`src/rtl/memory_round_ctrl.sv`:
```
// Round sequencer for the keypad memorization game: fetches a 4-digit BCD
// sequence, times its display by difficulty, checks keypad entry and keeps score.
module memory_round_ctrl #(
    parameter int unsigned DIGITS        = 4,
    parameter int unsigned EASY_TICKS    = 7000000,
    parameter int unsigned MED_TICKS     = 5000000,
    parameter int unsigned HARD_TICKS    = 3000000,
    parameter int unsigned TIMEOUT_TICKS = 200000000
) (
    input  logic        clk,
    input  logic        rst,
    input  logic        key_valid,
    input  logic [3:0]  key_code,
    output logic        seq_req,
    input  logic        seq_ack,
    input  logic [19:0] seq_data,
    output logic        show_number,
    output logic [19:0] disp_value,
    output logic [13:0] score,
    output logic [1:0]  difficulty,
    output logic [2:0]  state,
    output logic [2:0]  digit_count,
    output logic        round_pass,
    output logic        round_fail
);

    localparam int unsigned MAX_SHOW  = (EASY_TICKS > MED_TICKS)
                                        ? ((EASY_TICKS > HARD_TICKS) ? EASY_TICKS : HARD_TICKS)
                                        : ((MED_TICKS > HARD_TICKS) ? MED_TICKS : HARD_TICKS);
    localparam int unsigned MAX_TICKS = (MAX_SHOW > TIMEOUT_TICKS) ? MAX_SHOW : TIMEOUT_TICKS;
    localparam int unsigned TIMER_W   = (MAX_TICKS > 1) ? $clog2(MAX_TICKS) : 1;

    localparam logic [TIMER_W-1:0] EASY_LOAD    = TIMER_W'(EASY_TICKS - 1);
    localparam logic [TIMER_W-1:0] MED_LOAD     = TIMER_W'(MED_TICKS - 1);
    localparam logic [TIMER_W-1:0] HARD_LOAD    = TIMER_W'(HARD_TICKS - 1);
    localparam logic [TIMER_W-1:0] TIMEOUT_LOAD = TIMER_W'(TIMEOUT_TICKS - 1);
    localparam logic [2:0]         LAST_DIGIT   = 3'(DIGITS - 1);
    localparam logic [13:0]        SCORE_MAX    = 14'd9999;
    localparam logic [3:0]         KEY_START    = 4'hF;

    typedef enum logic [2:0] {
        IDLE  = 3'd0,
        FETCH = 3'd1,
        SHOW  = 3'd2,
        INPUT = 3'd3,
        OVER  = 3'd4
    } state_t;

    state_t             state_q;
    logic [TIMER_W-1:0] timer;
    logic [TIMER_W-1:0] show_load_c;
    logic [3:0]         expected_digit_c;

    assign state = state_q;

    // Display window length for the selected difficulty; code 11 falls back to EASY.
    always_comb begin
        show_load_c = EASY_LOAD;
        case (difficulty)
            2'b01:   show_load_c = MED_LOAD;
            2'b10:   show_load_c = HARD_LOAD;
            default: show_load_c = EASY_LOAD;
        endcase
    end

    // Digit expected next, most significant nibble first.
    always_comb begin
        expected_digit_c = disp_value[15:12];
        case (digit_count[1:0])
            2'd1:    expected_digit_c = disp_value[11:8];
            2'd2:    expected_digit_c = disp_value[7:4];
            2'd3:    expected_digit_c = disp_value[3:0];
            default: expected_digit_c = disp_value[15:12];
        endcase
    end

    // Timer is shared: show window in SHOW, inactivity timeout in INPUT.
    always_ff @(posedge clk or posedge rst) begin
        if (rst) begin
            state_q     <= IDLE;
            difficulty  <= 2'b00;
            score       <= 14'd0;
            digit_count <= 3'd0;
            disp_value  <= 20'd0;
            seq_req     <= 1'b0;
            show_number <= 1'b0;
            round_pass  <= 1'b0;
            round_fail  <= 1'b0;
            timer       <= '0;
        end else begin
            round_pass <= 1'b0;
            round_fail <= 1'b0;
            case (state_q)
                IDLE: begin
                    if (key_valid) begin
                        case (key_code)
                            4'h1: difficulty <= 2'b00;
                            4'h2: difficulty <= 2'b01;
                            4'h3: difficulty <= 2'b10;
                            KEY_START: begin
                                score       <= 14'd0;
                                digit_count <= 3'd0;
                                seq_req     <= 1'b1;
                                state_q     <= FETCH;
                            end
                            default: ;
                        endcase
                    end
                end
                FETCH: begin
                    if (seq_req && seq_ack) begin
                        disp_value  <= seq_data;
                        timer       <= show_load_c;
                        seq_req     <= 1'b0;
                        show_number <= 1'b1;
                        state_q     <= SHOW;
                    end
                end
                SHOW: begin
                    if (timer == '0) begin
                        show_number <= 1'b0;
                        digit_count <= 3'd0;
                        timer       <= TIMEOUT_LOAD;
                        state_q     <= INPUT;
                    end else begin
                        timer <= timer - TIMER_W'(1);
                    end
                end
                INPUT: begin
                    // A key in the expiry cycle wins over the timeout.
                    if (key_valid) begin
                        if (key_code == expected_digit_c) begin
                            digit_count <= digit_count + 3'd1;
                            timer       <= TIMEOUT_LOAD;
                            if (digit_count == LAST_DIGIT) begin
                                round_pass <= 1'b1;
                                if (score < SCORE_MAX) begin
                                    score <= score + 14'd1;
                                end
                                seq_req <= 1'b1;
                                state_q <= FETCH;
                            end
                        end else begin
                            round_fail <= 1'b1;
                            state_q    <= OVER;
                        end
                    end else if (timer == '0) begin
                        round_fail <= 1'b1;
                        state_q    <= OVER;
                    end else begin
                        timer <= timer - TIMER_W'(1);
                    end
                end
                OVER: begin
                    if (key_valid && (key_code == KEY_START)) begin
                        state_q <= IDLE;
                    end
                end
                default: begin
                    seq_req     <= 1'b0;
                    show_number <= 1'b0;
                    state_q     <= IDLE;
                end
            endcase
        end
    end

endmodule

```
`config.mk`:
```
export PLATFORM = sky130hd
export DESIGN_NAME = memory_round_ctrl
export DESIGN_NICKNAME = d
export VERILOG_FILES = /design/src/rtl/memory_round_ctrl.sv
export SDC_FILE = /design/constraint.sdc
export NUM_CORES = 1
export LEC_CHECK = 0
export CAP_MARGIN = 5
export CORE_ASPECT_RATIO = 1.2
export CORE_UTILIZATION = 57
export DETAILED_ROUTE_END_ITERATION = 10
export PLACE_DENSITY = 0.84
export REMOVE_ABC_BUFFERS = 1
export SYNTH_ARGS = -nofsm -noshare
export SYNTH_HDL_FRONTEND = slang
export SYNTH_SLANG_ARGS = --single-unit
export TNS_END_PERCENT = 1
```
`constraint.sdc`:
```
create_clock -name clk -period 4.5 [get_ports clk]
set_input_delay 1.35 -clock clk [delete_from_list [all_inputs] [get_ports clk]]
set_output_delay 1.35 -clock clk [all_outputs]
set_load 0.02 [all_outputs]
```
==> results.sh <==
export IMPL_status="finished, final reports clean"
export IMPL_die_area_um2=7680
export IMPL_place_gp_congestion=0.840
export IMPL_place_inst=586
export IMPL_critPathLaunch="key_code[1]"
export IMPL_internal_power_mw=1.67
export IMPL_initial_utilization_pct=59.9
export IMPL_powerDensity_nw_per_um2=535
export IMPL_fin_area_um2=5220
export IMPL_setup_viol=0
export IMPL_drt_first_pass_iters=6
export IMPL_boundaryPins=74
export IMPL_p_seq_share_pct=36.8
export IMPL_tightest_slew_ns=1.17
export IMPL_dr_first_iter_drc_count=356
export IMPL_antenna_found_initial=0
export IMPL_max_freq_ghz=0.275
export IMPL_diodes=0
export IMPL_fp_row_count=33
export IMPL_min_period_over_period_pct=80.9
export IMPL_cp_required_ns=4.77
export IMPL_drive_above_1_share_pct=10.3
export IMPL_skew_ns=0.0113
export IMPL_synthCells=439
export IMPL_via_per_inst=6.30
export IMPL_syn_area_per_cell_um2=9.52
export IMPL_dp_slack_ns=0.593
export IMPL_synth_edf_count=0
export IMPL_path_common_cell="nand4_1"
export IMPL_worst_path_max_fanout=13
export IMPL_ant_nets=0
export IMPL_crit_arrival_ns=3.91
export IMPL_cts_tree="yes"
export IMPL_grt_pass1_wl_um=17600
export IMPL_synthFlopType="dfrtp_1"
export IMPL_final_common_cell="dfrtp_1"
export IMPL_setup_slack_ns=0.860
export IMPL_rsz0062_at_grt="no"
export IMPL_slew_viol_final=0
export IMPL_fill_cells=475
export IMPL_post_dp_cell_area_um2=4990
export IMPL_dp_hpwl_um=7250
export IMPL_grt_pass1_vias=3792
export IMPL_final_setup_tns_ns=0
export IMPL_leakagePower_nw=2.25
export IMPL_grt_usage_pct=29.9
export IMPL_clk_pin_slew_worst_paths_ns=0.08
export IMPL_nets=549
export IMPL_die_h_um=95.8
export IMPL_min_from="disp_value[19]$_DFFE_PP0P_"
export IMPL_ys_warn_count=0
export IMPL_grt_max_degree=75
export IMPL_wl_um=10500
export IMPL_combPwrFrac_pct=41.9
export IMPL_seq_area_frac_synth_pct=44.3
export IMPL_hold_class="flop to flop"
export IMPL_min_period_ns=3.64
export IMPL_cp_end_kind="flop"
export IMPL_cp_slowest_stage_delay_ns=0.88
export IMPL_post_cts_resized=0
export IMPL_cap_violations=0
export IMPL_critPathKind="primary input to flop"
export IMPL_worstSetupStartpointType="primary input"
export IMPL_grt_overflow_total=0
export IMPL_root_buffer="clkbuf_8"
export IMPL_wl_per_cell_um=17.5
export IMPL_vias=3795
export IMPL_mostFrequentLayoutCells="74 x dfrtp_1, 73 x clkdlybuf4s50_1, 40 x a21oi_1"
export IMPL_synth_seq_cells=74
export IMPL_ys_types=52
export IMPL_worstSkewPairLatency_ns=0.36
export IMPL_p_sw_mw=1.12
export IMPL_async_reset_ff_share_pct=100
export IMPL_crit_chain="clkdlybuf4s50_1, and2_1, nand4_1, nor3_1, buf_4, a41oi_1, nor2_1, nand4_1, mux2i_1"
export IMPL_p_sw_share_pct=40.2
export IMPL_cts_sinks=74
export IMPL_timing_rr_start="digit_count[0]$_DFFE_PP0P_"
export IMPL_post_cts_buffers=0
export IMPL_htreeDepth=3
export IMPL_clock_tree_buffer_depth=2
export IMPL_clockPowerShare_pct=21.4
export IMPL_port_buffers=73
export IMPL_finalHoldViolCount=0
export IMPL_post_route_drc_count=0
export IMPL_core_um2=6980
export IMPL_cts_made_buffers=9
export IMPL_fp_dieW_um=80.2
export IMPL_stdcell_count=602
export IMPL_crit_slowest_cell="a41oi_1"
export IMPL_syn_to_final_growth_pct=24.8
export IMPL_hold_buffers=0
export IMPL_peakVddDrop_uv=331
export IMPL_synth_area_um2=4180
export IMPL_slew_headroom_pct=20.9
## synth_stat cells, drive strengths merged, types with 3 or more instances
cell     n  area (um2)
o21ai   27         135
a31oi   10        68.8
xnor2   14         123
ha      11         138
nor4    12        96.3
nand2b   9        56.3
mux2    18         203
a222oi   4        40.0
nor2    38         150
a22o     6        52.6
or4      4        33.8
and3     5        31.3
or3      7        43.8
mux2i    7        70.1
nor3b    3        22.5
o31ai    5        37.5
nand3   13        65.1
nand2   40         153
buf      8        52.6
a32o     5        50.1
clkbuf  11        41.3
nand4    6        37.5
dfrtp   74        1850
a21oi   40         200
inv     18        67.6
nor3    16        80.1
nor4b    6        58.8
## critical path: cells and delay by family
kind | cells | cell delay, ns
AND/OR/NAND/NOR | 5 | 0.80
multiplexers | 1 | 0.20
buffers and inverters | 2 | 0.68
AO/OA/AOI/OAI | 1 | 0.88
## metal layers
layer / track usage (%) / wire [um]
met2: 49.8 / 5220
met4: 15.2 / 337
met3: 7.68 / 762
met5: 0 / 0
met1: 35.9 / 4220
## per-stage QoR
| step | total power, mW | hold WS (ns) | utilization [%] |
|---|---|---|---|
| 3_3_place_gp | 2.14 | 0.491 | 71.5 |
| 2_1_floorplan | 1.72 | 0.474 | - |
| 4_1_cts | 2.79 | 0.522 | 74.8 |
| 5_1_grt | 2.95 | 0.539 | 74.8 |
| 3_5_place_dp | 2.18 | 0.503 | 71.5 |
| 6_report | 2.79 | 0.522 | 74.8 |
## power by group through the flow
| stage | logic (mW) | registers, mW | clock network (mW) |
|---|---|---|---|
| 6_report | 1.17 | 1.03 | 0.597 |
| 3_5_place_dp | 1.15 | 1.03 | 0 |
| 4_1_cts | 1.16 | 1.02 | 0.603 |
| 5_1_grt | 1.27 | 1.06 | 0.626 |
| 3_3_place_gp | 1.11 | 1.02 | 0 |
| 2_1_floorplan | 0.623 | 1.10 | 0 |
## path summary, 6_finish.rpt
path	end	slack [ns]	cells past startpoint
worst max-delay path	score[12]$_DFFE_PP0P_	0.86	9
worst min-delay path	disp_value[19]$_DFFE_PP0P_	0.52	1
worst max register to register	digit_count[1]$_DFFE_PP0P_	1.32	8
worst min register to register	disp_value[19]$_DFFE_PP0P_	0.52	1
max in group asynchronous	score[2]$_DFFE_PP0P_	2.80	3
min in group asynchronous	disp_value[16]$_DFFE_PP0P_	1.38	3
## flip-flops by register name (all words and copies together), names as in the netlist
signal / flops
difficulty: 2
seq_req: 1
disp_value: 20
digit_count: 3
timer: 28
round_pass: 1
score: 14
round_fail: 1
state: 3
show_number: 1
## area by class of cell
class / instances / area (um2) / share of cell area [%]
multi-input cells: 328 / 2170 / 41.6
repair buffers: 79 / 788 / 15.1
clock inverters: 4 / 73.8 / 1.41
inverters: 18 / 67.6 / 1.29
flip-flops and latches: 74 / 1850 / 35.5
clock buffers: 12 / 155 / 2.97
well taps: 87 / 109 / 2.09
## cell families after synthesis
kind of cell    Yosys count  synth area share (%)
xor+xnor                 14                  2.93
flops                    74                  44.3
mux                      25                  6.52
buf+inv                  37                  3.86
simple gates            168                  21.9
fa+ha+maj                11                  3.29
compound gates          110                  17.2
No activity file was read; power rests on OpenSTA's default activity.
